<file path="src/rtl/mips_pkg.sv">
// Shared MIPS pipeline definitions: fetch FSM encoding, NOP word, reset PC
// and register-field positions within an instruction word.
package mips_pkg;

  typedef enum logic [1:0] {
    S_IDLE  = 2'd0,
    S_FETCH = 2'd1,
    S_HOLD  = 2'd2
  } fetch_state_t;

  localparam logic [31:0] NOP_INSTR        = 32'h0000_0000;
  localparam logic [31:0] RESET_PC_DEFAULT = 32'h0040_0000;

  localparam int RS_MSB = 25;
  localparam int RS_LSB = 21;
  localparam int RT_MSB = 20;
  localparam int RT_LSB = 16;

endpackage

</file>
<file path="src/rtl/if_id_reg.sv">
// Enable-plus-flush pipeline register carrying Instr/PC4/Valid.
// Flush inserts a bubble and takes priority over the load enable.
module if_id_reg
  import mips_pkg::*;
#(
  parameter int N = 32
) (
  input  logic         clk,
  input  logic         reset,
  input  logic         en,
  input  logic         flush,
  input  logic [N-1:0] instr_d,
  input  logic [N-1:0] pc4_d,
  output logic [N-1:0] instr_q,
  output logic [N-1:0] pc4_q,
  output logic         valid_q
);

  always_ff @(posedge clk or posedge reset) begin
    if (reset) begin
      instr_q <= N'(NOP_INSTR);
      pc4_q   <= '0;
      valid_q <= 1'b0;
    end else if (flush) begin
      instr_q <= N'(NOP_INSTR);
      pc4_q   <= '0;
      valid_q <= 1'b0;
    end else if (en) begin
      instr_q <= instr_d;
      pc4_q   <= pc4_d;
      valid_q <= 1'b1;
    end
  end

endmodule

</file>
<file path="src/rtl/fetch_stage.sv">
// MIPS instruction-fetch stage: PC, imem req/ready handshake, a one-entry
// hold buffer for words returned during a stall, and the IF/ID register.
module fetch_stage
  import mips_pkg::*;
#(
  parameter int              N        = 32,
  parameter logic [N-1:0]    RESET_PC = N'(RESET_PC_DEFAULT),
  parameter int              CNT_W    = 16
) (
  input  logic             clk,
  input  logic             reset,
  input  logic             PCWrite,
  input  logic             IF_ID_Write,
  input  logic             BranchTaken,
  input  logic [N-1:0]     BranchTarget,
  input  logic             Jump,
  input  logic [N-1:0]     JumpTarget,
  output logic             imem_req,
  output logic [N-1:0]     imem_addr,
  input  logic             imem_ready,
  input  logic [N-1:0]     imem_rdata,
  output logic [N-1:0]     IF_ID_Instr,
  output logic [N-1:0]     IF_ID_PC4,
  output logic             IF_ID_Valid,
  output logic [4:0]       IF_ID_Rs,
  output logic [4:0]       IF_ID_Rt,
  output logic [CNT_W-1:0] stall_count
);

  fetch_state_t state, next_state;

  logic [N-1:0] pc, pc_plus4, pc_next, hold_buf, ifid_instr_d, redirect_target;
  logic         stall, redirect;
  logic         pc_load, hold_load, ifid_en, ifid_flush;

  assign stall           = !PCWrite || !IF_ID_Write;
  assign redirect        = BranchTaken || Jump;
  assign redirect_target = BranchTaken ? BranchTarget : JumpTarget;
  assign pc_plus4        = pc + N'(4);
  assign imem_addr       = pc;

  always_ff @(posedge clk or posedge reset) begin
    if (reset) state <= S_IDLE;
    else       state <= next_state;
  end

  always_comb begin
    next_state = state;
    case (state)
      S_IDLE:  next_state = S_FETCH;
      S_FETCH: if (!redirect && imem_ready && stall) next_state = S_HOLD;
      S_HOLD:  if (redirect || !stall) next_state = S_FETCH;
      default: next_state = S_IDLE;
    endcase
  end

  always_comb begin
    imem_req     = 1'b0;
    pc_load      = 1'b0;
    pc_next      = pc_plus4;
    hold_load    = 1'b0;
    ifid_en      = 1'b0;
    ifid_flush   = 1'b0;
    ifid_instr_d = imem_rdata;
    case (state)
      S_FETCH: begin
        imem_req = 1'b1;
        if (redirect) begin
          pc_load    = 1'b1;
          pc_next    = redirect_target;
          ifid_flush = 1'b1;
        end else if (imem_ready && !stall) begin
          pc_load = 1'b1;
          ifid_en = 1'b1;
        end else if (imem_ready) begin
          hold_load = 1'b1;
        end else if (!stall) begin
          ifid_flush = 1'b1;
        end
      end
      S_HOLD: begin
        ifid_instr_d = hold_buf;
        if (redirect) begin
          pc_load    = 1'b1;
          pc_next    = redirect_target;
          ifid_flush = 1'b1;
        end else if (!stall) begin
          pc_load = 1'b1;
          ifid_en = 1'b1;
        end
      end
      default: ;
    endcase
  end

  always_ff @(posedge clk or posedge reset) begin
    if (reset) begin
      pc       <= RESET_PC;
      hold_buf <= '0;
    end else begin
      if (pc_load)   pc       <= pc_next;
      if (hold_load) hold_buf <= imem_rdata;
    end
  end

  // Counts every stalled cycle once the pipe is running, sticking at all-ones.
  always_ff @(posedge clk or posedge reset) begin
    if (reset)
      stall_count <= '0;
    else if (stall && state != S_IDLE && stall_count != '1)
      stall_count <= stall_count + CNT_W'(1);
  end

  if_id_reg #(.N(N)) u_if_id_reg (
    .clk     (clk),
    .reset   (reset),
    .en      (ifid_en),
    .flush   (ifid_flush),
    .instr_d (ifid_instr_d),
    .pc4_d   (pc_plus4),
    .instr_q (IF_ID_Instr),
    .pc4_q   (IF_ID_PC4),
    .valid_q (IF_ID_Valid)
  );

  assign IF_ID_Rs = IF_ID_Instr[RS_MSB:RS_LSB];
  assign IF_ID_Rt = IF_ID_Instr[RT_MSB:RT_LSB];

endmodule

</file>
<file path="config.mk">
export PLATFORM = sky130hd
export DESIGN_NAME = fetch_stage
export DESIGN_NICKNAME = d
export VERILOG_FILES = /design/src/rtl/mips_pkg.sv /design/src/rtl/if_id_reg.sv /design/src/rtl/fetch_stage.sv
export SDC_FILE = /design/constraint.sdc
export NUM_CORES = 1
export LEC_CHECK = 0
export BUFFER_PORTS_ARGS = -buffer_cell sky130_fd_sc_hd__buf_2
export CORE_ASPECT_RATIO = 1.75
export CORE_MARGIN = 2
export CORE_UTILIZATION = 55
export DETAILED_ROUTE_END_ITERATION = 7
export GPL_TIMING_DRIVEN = 0
export PLACE_DENSITY = 0.85
export SYNTH_ARGS = -nofsm -noshare
export SYNTH_HDL_FRONTEND = slang
export SYNTH_SLANG_ARGS = --single-unit
</file>
<file path="constraint.sdc">
create_clock -name clk -period 11.8 [get_ports clk]
set_clock_uncertainty 0.2 [all_clocks]
set_input_delay 0.59 -clock clk [delete_from_list [all_inputs] [get_ports clk]]
set_output_delay 0.59 -clock clk [all_outputs]
set_load 0.01 [all_outputs]
</file>
Word level (Yosys, flattened, before mapping)
Index checks and enable logic that the tools add are counted.
{ "word_totals": {"input_bits": 103, "out_inout_bits": 124, "rom_bits": 0, "ramBits": 0, "word_cells": 62, "n_memories": 0, "latch_bits": 0, "register_bits": 147} }
{ "op_classes": {"n_bitwise": 0, "reduce_logical": 17, "muxes": 31, "magnitude_cmp": 0, "div_mod_pow": 0, "mul": 0, "shifts": 0, "eq_ne": 5, "add_sub_neg": 2} }
{ "op_table": {"columns": ["operator", "count"], "rows": [
  ["32-bit two-way mux", 8],
  ["32-bit by 3-bit adder with 32-bit output (second input constant)", 1],
  ["1-bit two-way mux", 17],
  ["16-bit by 1-bit adder with 16-bit output (second input constant)", 1],
  ["16-bit inequality test (second input constant)", 1],
  ["1-bit case mux with 2 select lines", 3],
  ["2-bit case mux with 3 select lines", 1],
  ["1-bit logical AND", 5],
  ["1-bit logical NOT", 4],
  ["2-bit two-way mux", 2],
  ["2-bit inequality test (second input constant)", 2],
  ["2-bit nonzero test", 2],
  ["1-bit logical OR", 3],
  ["2-bit by 1-bit equality test with 1-bit output (second input constant)", 1],
  ["2-bit equality test (second input constant)", 1],
  ["2-bit logical NOT", 1],
  ["2-bit AND reduction", 1],
  ["2-bit OR reduction", 1]
]} }

Depth between registers and ports, before layout
Gate-level depths: netlist (run 1).
{ "depth": {"ltp_word": 9, "depth_mapped": 10, "mapped_depth_nobuf": 6} }

By module
From an unflattened synthesis (run 1), not the netlist that was laid out.
{ "hier_totals": {"hier_cells": 752, "area_unflattened_um2": 7885.1} }
{ "by_module_without_submodules": {"columns": ["module", "seq_area_each_um2", "n_inst", "area_each_um2", "cells_each"], "rows": [
  ["fetch_stage", 2053.2, 1, 5245.0, 542],
  ["if_id_reg", 1626.6, 1, 2640.0, 210]
]} }

Worst setup path after synthesis (run 1)
Ideal clock, no wire load.
{ "synth_timing": {"kind": "register to register", "start": "register state[0]", "end": "register u_if_id_reg.instr_q[10]", "setup_time_ps": 142, "arrival_ps": 2220, "slack_ps": 9238, "path_buffers": 4, "t_required_ps": 11458, "period_less_slack_ps": 2562, "path_stages_with_launch": 10, "path_cell_list": "dfrtp_1 -> inv_1 -> ha_1 -> clkbuf_1 -> a21oi_1 -> nor4b_1 -> clkbuf_1 -> clkbuf_1 -> buf_1 -> a211oi_1"} }
{ "synth_between": {"elab_chain_cells": 4, "word_cells_on_any_way": 8, "classes_between": "2 x eq/ne; 5 x mux; 1 x reduce/logical"} }
{ "synth_lines": {"columns": ["item", "line_no", "rtl"], "rows": [
  ["start, declared", "fetch_stage.sv:30", "fetch_state_t state, next_state;"],
  ["start signal, assigned", "fetch_stage.sv:44", "else state <= next_state;"],
  ["2-bit equality test", "fetch_stage.sv:65", "case (state)"],
  ["32-bit two-way mux", "fetch_stage.sv:65", null],
  ["32-bit two-way mux", "if_id_reg.sv:28", "end else if (en) begin"],
  ["32-bit two-way mux", "if_id_reg.sv:24", "end else if (flush) begin"],
  ["end signal, assigned", "if_id_reg.sv:21", "instr_q <= N'(NOP_INSTR);"],
  ["end signal, assigned", "if_id_reg.sv:25", "instr_q <= N'(NOP_INSTR);"],
  ["end signal, assigned", "if_id_reg.sv:29", "instr_q <= instr_d;"],
  ["end, declared", "if_id_reg.sv:14", "output logic [N-1:0] instr_q,"]
]} }
Parallel ways exist; a longest one is shown, timed or not. The select of a mux whose other input is x is not followed.
A chain may end at the register's enable or synchronous reset.

Final worst setup path (run 1)
{ "layout_timing": {"start": "register state[0]", "end": "register u_if_id_reg.instr_q[12]"} }
The elaborated chain is that of the path after synthesis.

==> qor.yml, run 1 <==
status: "completed"
max_clock_freq_mhz: 291
yosys_most_used_dff: "dfrtp_1"
drive_gt1_share_pct: 31.4
ys_warn_count: 0
tightest_slew_ns: 1.37
yosysUniqueCellTypes: 61
tns_ns: 0
gp_congestion: 0.968
cts_buffers: 17
final-hold-violation-count: 0
power_frac_seq_pct: 36.8
die_y_um: 161
grt.total_usage_pct: 31.5
start_util_pct: 56.3
drv_slew: 0
fin_area_um2: 9750
drc: 0
area_growth_pct: 25.1
maxCapViolCount: 0
ys_seq_elements: 147
power.share.clock_pct: 23.5
io_pins: 227
postRouteAntennaNets: 0
finalCriticalPeriod_ns: 3.44
path_class: "flop to flop"
clockBufferDepth: 2
placedCellCount: 1175
dieArea_um2: 15200
combPwrFrac_pct: 39.7
syn_inst: 771
fin_cells: 1206
clk_pin_slew_ns: 0.07
dr.pass1.iters: 7
power-per-cell-area_nw_per_um2: 229
clkSinkCount: 147
swShare_pct: 40.8
placed_area_um2: 9180
p_sw_uw: 913
setup.worst_path.start_class: "flop"
wl_per_cell_um: 19.7
cts_root_buf: "clkbuf_16"
ys_async_sr_fraction_pct: 100
critPathRequiredTime_ns: 11.85
hold_buffers: 0
cts_tree: "done"
p_int_mw: 1.32
core_um2: 13800
postCtsSetupBuffers: 0
htree_levels: 4
worstSkewPairLatency_ns: 0.42
drt_iter0_drc: 450
slew-limit-headroom_pct: 8.09
end_kind: "flop"
grt_pass1_vias: 7204
synth_edf_count: 0
power_mw: 2.24
routed_via_density: 6.12
setup_violations: 0
routed_wl_mm: 23.8
placement.io_buffers: 226
syn-num-nets: 879
vias: 7381
leakage_nw: 4.41
antenna_found_initial: 0
die-width_um: 94.0
synth_area_um2: 7790
hold_class: "input pin to asynchronous set/reset pin"
layout_commonest_cell: "buf_2"
grt_max_degree: 82
final_cell_mix: "buf_2, dfrtp_1, nor2_1"
num_rows: 57
cts.repair.resized: 0
yosysSeqAreaShare_pct: 47.2
grt_pass1_wl_mm: 37.2
cp_max_fo: 10
grt_overflow: 0
dp_hpwl_mm: 17.3
rsz0062_at_grt: "no"
nFillCells: 1096
irDropWorstVdd_v: 0.000138
post-route-period-util_pct: 29.2
diodes: 0
critPathArrivalTime_ns: 3.49
nNetsFinal: 1125
fin_util_pct: 70.5
synth.avg_cell_area_um2: 10.1
metrics by stage:
| step | hold slack (ns) | worst slack [ns] |
|---|---|---|
| global route | 0.118 | 8.08 |
| floorplan | 0.280 | 7.06 |
| finish | 0.0692 | 8.36 |
| detailed placement | 0.286 | 8.38 |
| CTS | 0.0861 | 8.36 |
| global placement | 0.276 | 5.31 |
logic make-up (layout without fill, tap and decap cells):
family / Yosys count / after routing / synth area share [%]
xor gates and xnor gates: 24 / 24 / 2.70
DFF: 147 / 147 / 47.2
adders and majority gates: 5 / 5 / 0.803
AOI/OAI and AO/OA: 185 / 185 / 16.9
buffers and inverters: 80 / 338 / 4.54
and+or+nand+nor: 244 / 244 / 16.2
muxes: 86 / 86 / 11.7
final timing paths:
| path | start | endpoint | depth (start not counted) | slack, ns |
|---|---|---|---|---|
| min in group clk | imem_rdata[27] | hold_buf[27] | 2 | 0.22 |
| setup / recovery | state[0] | u_if_id_reg.instr_q[12] | 9 | 8.36 |
| setup reg to reg | state[0] | u_if_id_reg.instr_q[12] | 9 | 8.36 |
| max in group asynchronous | reset | imem_addr[22] | 3 | 10.47 |
| hold / removal | reset | stall_count[12] | 2 | 0.07 |
| hold reg to reg | stall_count[15] | stall_count[15] | 1 | 0.29 |
critical path: stages (launching register included):
cell and delay [ns]:
dfrtp_1 0.40, inv_1 0.10, ha_1 0.19, clkbuf_1 0.49, a21oi_1 0.08, nor4b_1 0.28
clkbuf_1 0.42, clkbuf_1 0.46, buf_1 0.49, a211oi_1 0.18
cells in the mapped netlist (7+ instances only):
| cell type | number | share of area [%] |
|---|---|---|
| inv_1 | 8 | 0.39 |
| or3_1 | 11 | 0.88 |
| xor2_1 | 19 | 2.1 |
| and4_1 | 8 | 0.90 |
| a22oi_1 | 8 | 0.77 |
| a22o_1 | 10 | 1.1 |
| nor3_1 | 16 | 1.0 |
| mux2_2 | 38 | 5.5 |
| dfrtp_1 | 146 | 47 |
| a21oi_1 | 18 | 1.2 |
| a311oi_1 | 13 | 1.5 |
| o211ai_1 | 12 | 1.2 |
| nand2_1 | 32 | 1.5 |
| mux2i_1 | 48 | 6.2 |
| clkbuf_1 | 48 | 2.3 |
| o22ai_1 | 10 | 0.80 |
| a211oi_1 | 48 | 4.6 |
| a31oi_1 | 9 | 0.72 |
| nand3_1 | 30 | 1.9 |
| or4_1 | 15 | 1.4 |
| o21ai_0 | 22 | 1.4 |
| buf_4 | 10 | 0.96 |
| o31ai_1 | 7 | 0.67 |
| nor2_1 | 86 | 4.1 |
| nand4_1 | 10 | 0.80 |
area by class of cell:
type                            instances  area (µm²)  area share (%)
Buffer                                 72         324            3.32
Clock buffer                           17         425            4.36
Clock inverter                         14         144            1.48
Inverter                                8        35.0           0.359
Multi-Input combinational cell        544        3760            38.6
Sequential cell                       147        3680            37.7
Tap cell                              177         221            2.27
Timing Repair Buffer                  227        1160            11.9
power groups by stage:
stage	clock network [mW]	registers (mW)	logic [mW]
3_3_place_gp	0	0.814	0.851
5_1_grt	0.550	0.843	0.967
6_report	0.525	0.823	0.889
2_1_floorplan	0	0.838	0.530
4_1_cts	0.527	0.817	0.885
3_5_place_dp	0	0.823	0.878
state kept, by name, summed over array words and instances (netlist names):
name and count:
u_if_id_reg.instr_q 32, hold_buf 32, imem_addr 32, state 2, stall_count 16, u_if_id_reg.valid_q 1, u_if_id_reg.pc4_q 32
per-layer routing:
metal  GRT usage, %  share of wire (%)  wire length [µm]
met1           37.5                 36              8660
met2           55.1                 53             12600
met3           4.80                6.4              1530
met4           14.8                4.1               983
met5              0                  0                 0
(Power assumes the default switching activity.)
==> inputs of run 2 (changes only) <==
CORE_UTILIZATION = 53   (was 55)
PLACE_DENSITY = 0.82   (was 0.85)
clock period = 3.38 ns   (was 11.8 ns; I/O delays follow)
==> qor.yml, run 2 (synthesis gave the netlist of run 1 again) <==
critPathRequiredTime_ns: 3.51
setup_violations: 0
placed_area_um2: 9220
grt_max_degree: 42
final-hold-violation-count: 0
io_pins: 227
cts_buffers: 17
hold_class: "input pin to flop"
clockBufferDepth: 2
max_clock_freq_mhz: 329
grt_pass1_wl_mm: 39.1
rsz0062_at_grt: "no"
nNetsFinal: 1195
worstSkewPairLatency_ns: 0.42
leakage_nw: 4.77
vias: 7723
irDropWorstVdd_v: 0.000451
path_class: "flop to flop"
routed_via_density: 6.03
clk_pin_slew_ns: 0.07
dieArea_um2: 15700
nFillCells: 1049
final_cell_mix: "buf_2, dfrtp_1, nor2_1, dlygate4sd3_1"
start_util_pct: 54.2
layout_commonest_cell: "buf_2"
critPathArrivalTime_ns: 3.18
htree_levels: 4
core_um2: 14400
cts_root_buf: "clkbuf_16"
cts_tree: "done"
antenna_found_initial: 0
drt_iter0_drc: 401
grt_overflow: 0
wl_per_cell_um: 19.9
die_y_um: 164
drv_slew: 0
die-width_um: 95.7
post-route-period-util_pct: 90.1
clkSinkCount: 147
num_rows: 58
grt_pass1_vias: 7764
finalCriticalPeriod_ns: 3.04
gp_congestion: 0.985
grt.total_usage_pct: 32.3
area_growth_pct: 35.4
dr.pass1.iters: 5
postRouteAntennaNets: 0
drive_gt1_share_pct: 29.7
end_kind: "flop"
status: "completed"
setup.worst_path.start_class: "flop"
fin_area_um2: 10600
postCtsSetupBuffers: 0
tightest_slew_ns: 1.34
dp_hpwl_mm: 17.9
routed_wl_mm: 25.5
maxCapViolCount: 0
slew-limit-headroom_pct: 9.71
placement.io_buffers: 226
power-per-cell-area_nw_per_um2: 778
cp_max_fo: 10
power_mw: 8.21
drc: 0
[run 2: area by class of cell]
| class | count | area, µm² | area share [%] |
|---|---|---|---|
| inverter | 8 | 33.8 | 0.320 |
| clock inverter | 14 | 223 | 2.11 |
| multi-input combinational | 544 | 3760 | 35.6 |
| antenna | 1 | 2.50 | 0.0237 |
| clock buffer | 18 | 429 | 4.07 |
| sequential | 147 | 3680 | 34.9 |
| timing repair buffer | 297 | 1870 | 17.7 |
| tap | 180 | 225 | 2.13 |
| buffer | 72 | 327 | 3.09 |
[run 2: critical path, stage by stage (launching register included)]
cell and delay, ns:
dfrtp_1 0.38, inv_1 0.08, ha_1 0.23, o211a_1 0.25, o21ai_0 0.33, clkbuf_1 0.46
clkbuf_1 0.60, a22oi_1 0.27, o211ai_1 0.14
[run 2: per-stage QoR]
| step | util [%] | setup WS [ns] | std cells | hold slack (ns) | TNS, ns |
|---|---|---|---|---|---|
| after global placement | 63.7 | 0.0340 | 1177 | 0.217 | 0 |
| after CTS | 73.4 | 0.224 | 1280 | 0.00114 | 0 |
| final | 73.4 | 0.336 | 1281 | 0.0100 | 0 |
| after global routing | 73.4 | 0.164 | 1280 | 0.00409 | 0 |
| after detailed placement | 64.1 | -0.0169 | 1180 | 0.163 | -0.0451 |
| after floorplan | - | 0.818 | 771 | 0.121 | 0 |
[run 2: path summary, 6_finish.rpt]
kind                                    to            start  slack [ns]  cells past startpoint
max                          imem_addr[29]         state[0]        0.34                      8
min                           imem_addr[7]    JumpTarget[7]        0.01                      4
min in group asynchronous  stall_count[14]            reset        0.27                      3
max in group asynchronous     hold_buf[19]            reset        1.77                      5
min reg2reg                stall_count[15]  stall_count[15]        0.29                      1
max reg2reg                  imem_addr[29]         state[0]        0.34                      8
[run 2: per-layer routing]
layer,part of all wire [%],track usage [%],up-vias
li1,-,-,3507
met1,36,35.2,3767
met2,53,57.6,377
met3,6.7,5.79,72
met4,4.6,18.4,0
met5,0,0,-
[run 2: report_power, final]
group	leakage, nW	switching [mW]	internal, mW
clock	0.318	0.801	1.32
combinational	2.57	1.88	1.32
sequential	1.88	0.555	2.33
total	4.77	3.24	4.97
[run 2: timing repair]
item | 4_1_cts | 5_1_grt
hold endpoints to repair | 115 | 0
endpoints found under the setup margin | 7 | 2
gates resized for setup | 1 | 2
hold buffers | 68 | 0
==> inputs of run 3 (changes only) <==
CORE_UTILIZATION = 40   (was 53)
PLACE_DENSITY = 0.65   (was 0.82)
==> qor.yml, run 3 (synthesis gave the netlist of run 1 again) <==
final_cell_mix: "buf_2, dfrtp_1, nor2_1, dlygate4sd3_1"
grt_overflow: 0
htree_levels: 4
crit_family: "buffers and inverters"
final-hold-violation-count: 0
routed_via_density: 5.62
antenna_found_initial: 0
cts_root_buf: "clkbuf_16"
drv_slew: 0
drive_gt1_share_pct: 29.4
cpMostUsedCell: "clkbuf_1"
irDropWorstVdd_v: 0.000366
slew-limit-headroom_pct: 9.73
setup_violations: 0
path_cells: "inv_1 -> ha_1 -> o211a_1 -> o21ai_0 -> clkbuf_1 -> clkbuf_1 -> a22oi_1 -> o211ai_1"
grt_max_degree: 37
drt_iter0_drc: 338
nNetsFinal: 1207
vias: 7608
path_class: "flop to flop"
fin_ws_ns: 0.345
routed_wl_mm: 25.7
post-route-period-util_pct: 89.8
nFillCells: 1718
cts_buffers: 17
finalCriticalPeriod_ns: 3.03
power-per-cell-area_nw_per_um2: 755
clockBufferDepth: 2
worst_path_max_delay_cell: "clkbuf_1"
max_clock_freq_mhz: 330
drc: 0
tightest_slew_ns: 1.34
maxCapViolCount: 0
cts_tree: "done"
clk_pin_slew_ns: 0.07
placement.io_buffers: 226
setup.worst_path.start_class: "flop"
die_y_um: 189
grt_pass1_vias: 7754
postCtsSetupBuffers: 0
status: "completed"
critical_path_buf_inv_count: 3
dieArea_um2: 20700
dr.pass1.iters: 5
diodes: 0
hold_class: "input pin to flop"
area_growth_pct: 37.5
core_um2: 19100
start_util_pct: 40.8
worstSkewPairLatency_ns: 0.43
clkSinkCount: 147
grt_pass1_wl_mm: 40.3
critPathMaxStageDelay_ns: 0.60
rsz0062_at_grt: "no"
worst_hold_slack_ns: 0.0259
num_rows: 67
end_kind: "flop"
die-width_um: 110
pre_cts_ws_ns: -0.0210
wl_per_cell_um: 19.0
cp_max_fo: 10
dp_hpwl_mm: 18.9
leakage_nw: 4.80
grt.total_usage_pct: 25.5
tns_ns: 0
io_pins: 227
critPathArrivalTime_ns: 3.17
layout_commonest_cell: "buf_2"
gp_congestion: 0.906
postRouteAntennaNets: 0
critPathRequiredTime_ns: 3.52
## run 3: changes by cell type in the layout (fill, tap and decap cells not counted)
cell | before | now
buf_12 | 3 | 4
bufinv_16 | 5 | 4
clkbuf_1 | 47 | 48
clkinv_2 | 2 | 4
clkinvlp_4 | 2 | 3
diode_2 | 1 | 0
dlygate4sd3_1 | 68 | 79
inv_6 | 4 | 2
inv_8 | 1 | 0
## run 3: worst reg2reg max path, stage by stage, from the launching register on
cell and delay (ns):
dfrtp_1 0.38, inv_1 0.07, ha_1 0.23, o211a_1 0.26, o21ai_0 0.32, clkbuf_1 0.45, clkbuf_1 0.60, a22oi_1 0.29
o211ai_1 0.16
## run 3: routing by layer
| layer | vias up | GRT usage, % | share of wire, % |
|---|---|---|---|
| met5 | - | 0 | 0 |
| met4 | 0 | 14.3 | 4.8 |
| met3 | 66 | 4.22 | 5.4 |
| met2 | 277 | 45.8 | 53 |
| met1 | 3715 | 27.5 | 37 |
| li1 | 3550 | - | - |
## run 3: layout make-up
cell class / instances / area, µm² / area share, %
repair buffers: 309 / 2000 / 18.7
plain buffers: 72 / 327 / 3.05
well taps: 241 / 302 / 2.81
flip-flops and latches: 147 / 3680 / 34.3
clock inverters: 13 / 181 / 1.69
clock buffers: 19 / 433 / 4.04
inverters: 8 / 33.8 / 0.315
multi-input cells: 544 / 3760 / 35.1
## run 3: final timing paths
path,slack [ns],endpoint,start,cells after the start
min in group asynchronous,0.19,hold_buf[22],reset,3
worst max register to register,0.35,imem_addr[29],state[0],8
worst min register to register,0.30,u_if_id_reg.valid_q,u_if_id_reg.valid_q,2
max in group asynchronous,1.96,stall_count[4],reset,5
worst min-delay path,0.03,imem_addr[11],JumpTarget[11],4
worst max-delay path,0.35,imem_addr[29],state[0],8
## run 3: what timing repair did
| item | CTS | global route |
|---|---|---|
| gates resized for setup | 1 | 2 |
| hold buffers | 79 | 0 |
| setup endpoints to repair | 10 | 20 |
| pin swaps | 0 | 0 |
| hold endpoints to repair | 116 | 0 |
## run 3: per-stage QoR
step | total power [mW] | instance area (µm²) | instances | util (%)
final | 8.09 | 10700 | 1353 | 56.1
after global routing | 8.58 | 10700 | 1353 | 56.1
after CTS | 8.12 | 10700 | 1353 | 56.1
after detailed placement | 6.02 | 9310 | 1242 | 48.7
after global placement | 5.92 | 9230 | 1238 | 48.3
after floorplan | 4.77 | 7800 | 771 | -
## run 3: power breakdown
group          switching (mW)  leakage, nW  internal, mW  total, mW
clock                   0.773        0.298          1.24       2.01
sequential              0.552         1.88          2.33       2.88
combinational            1.87         2.63          1.34       3.20
total                    3.19         4.80          4.90       8.09
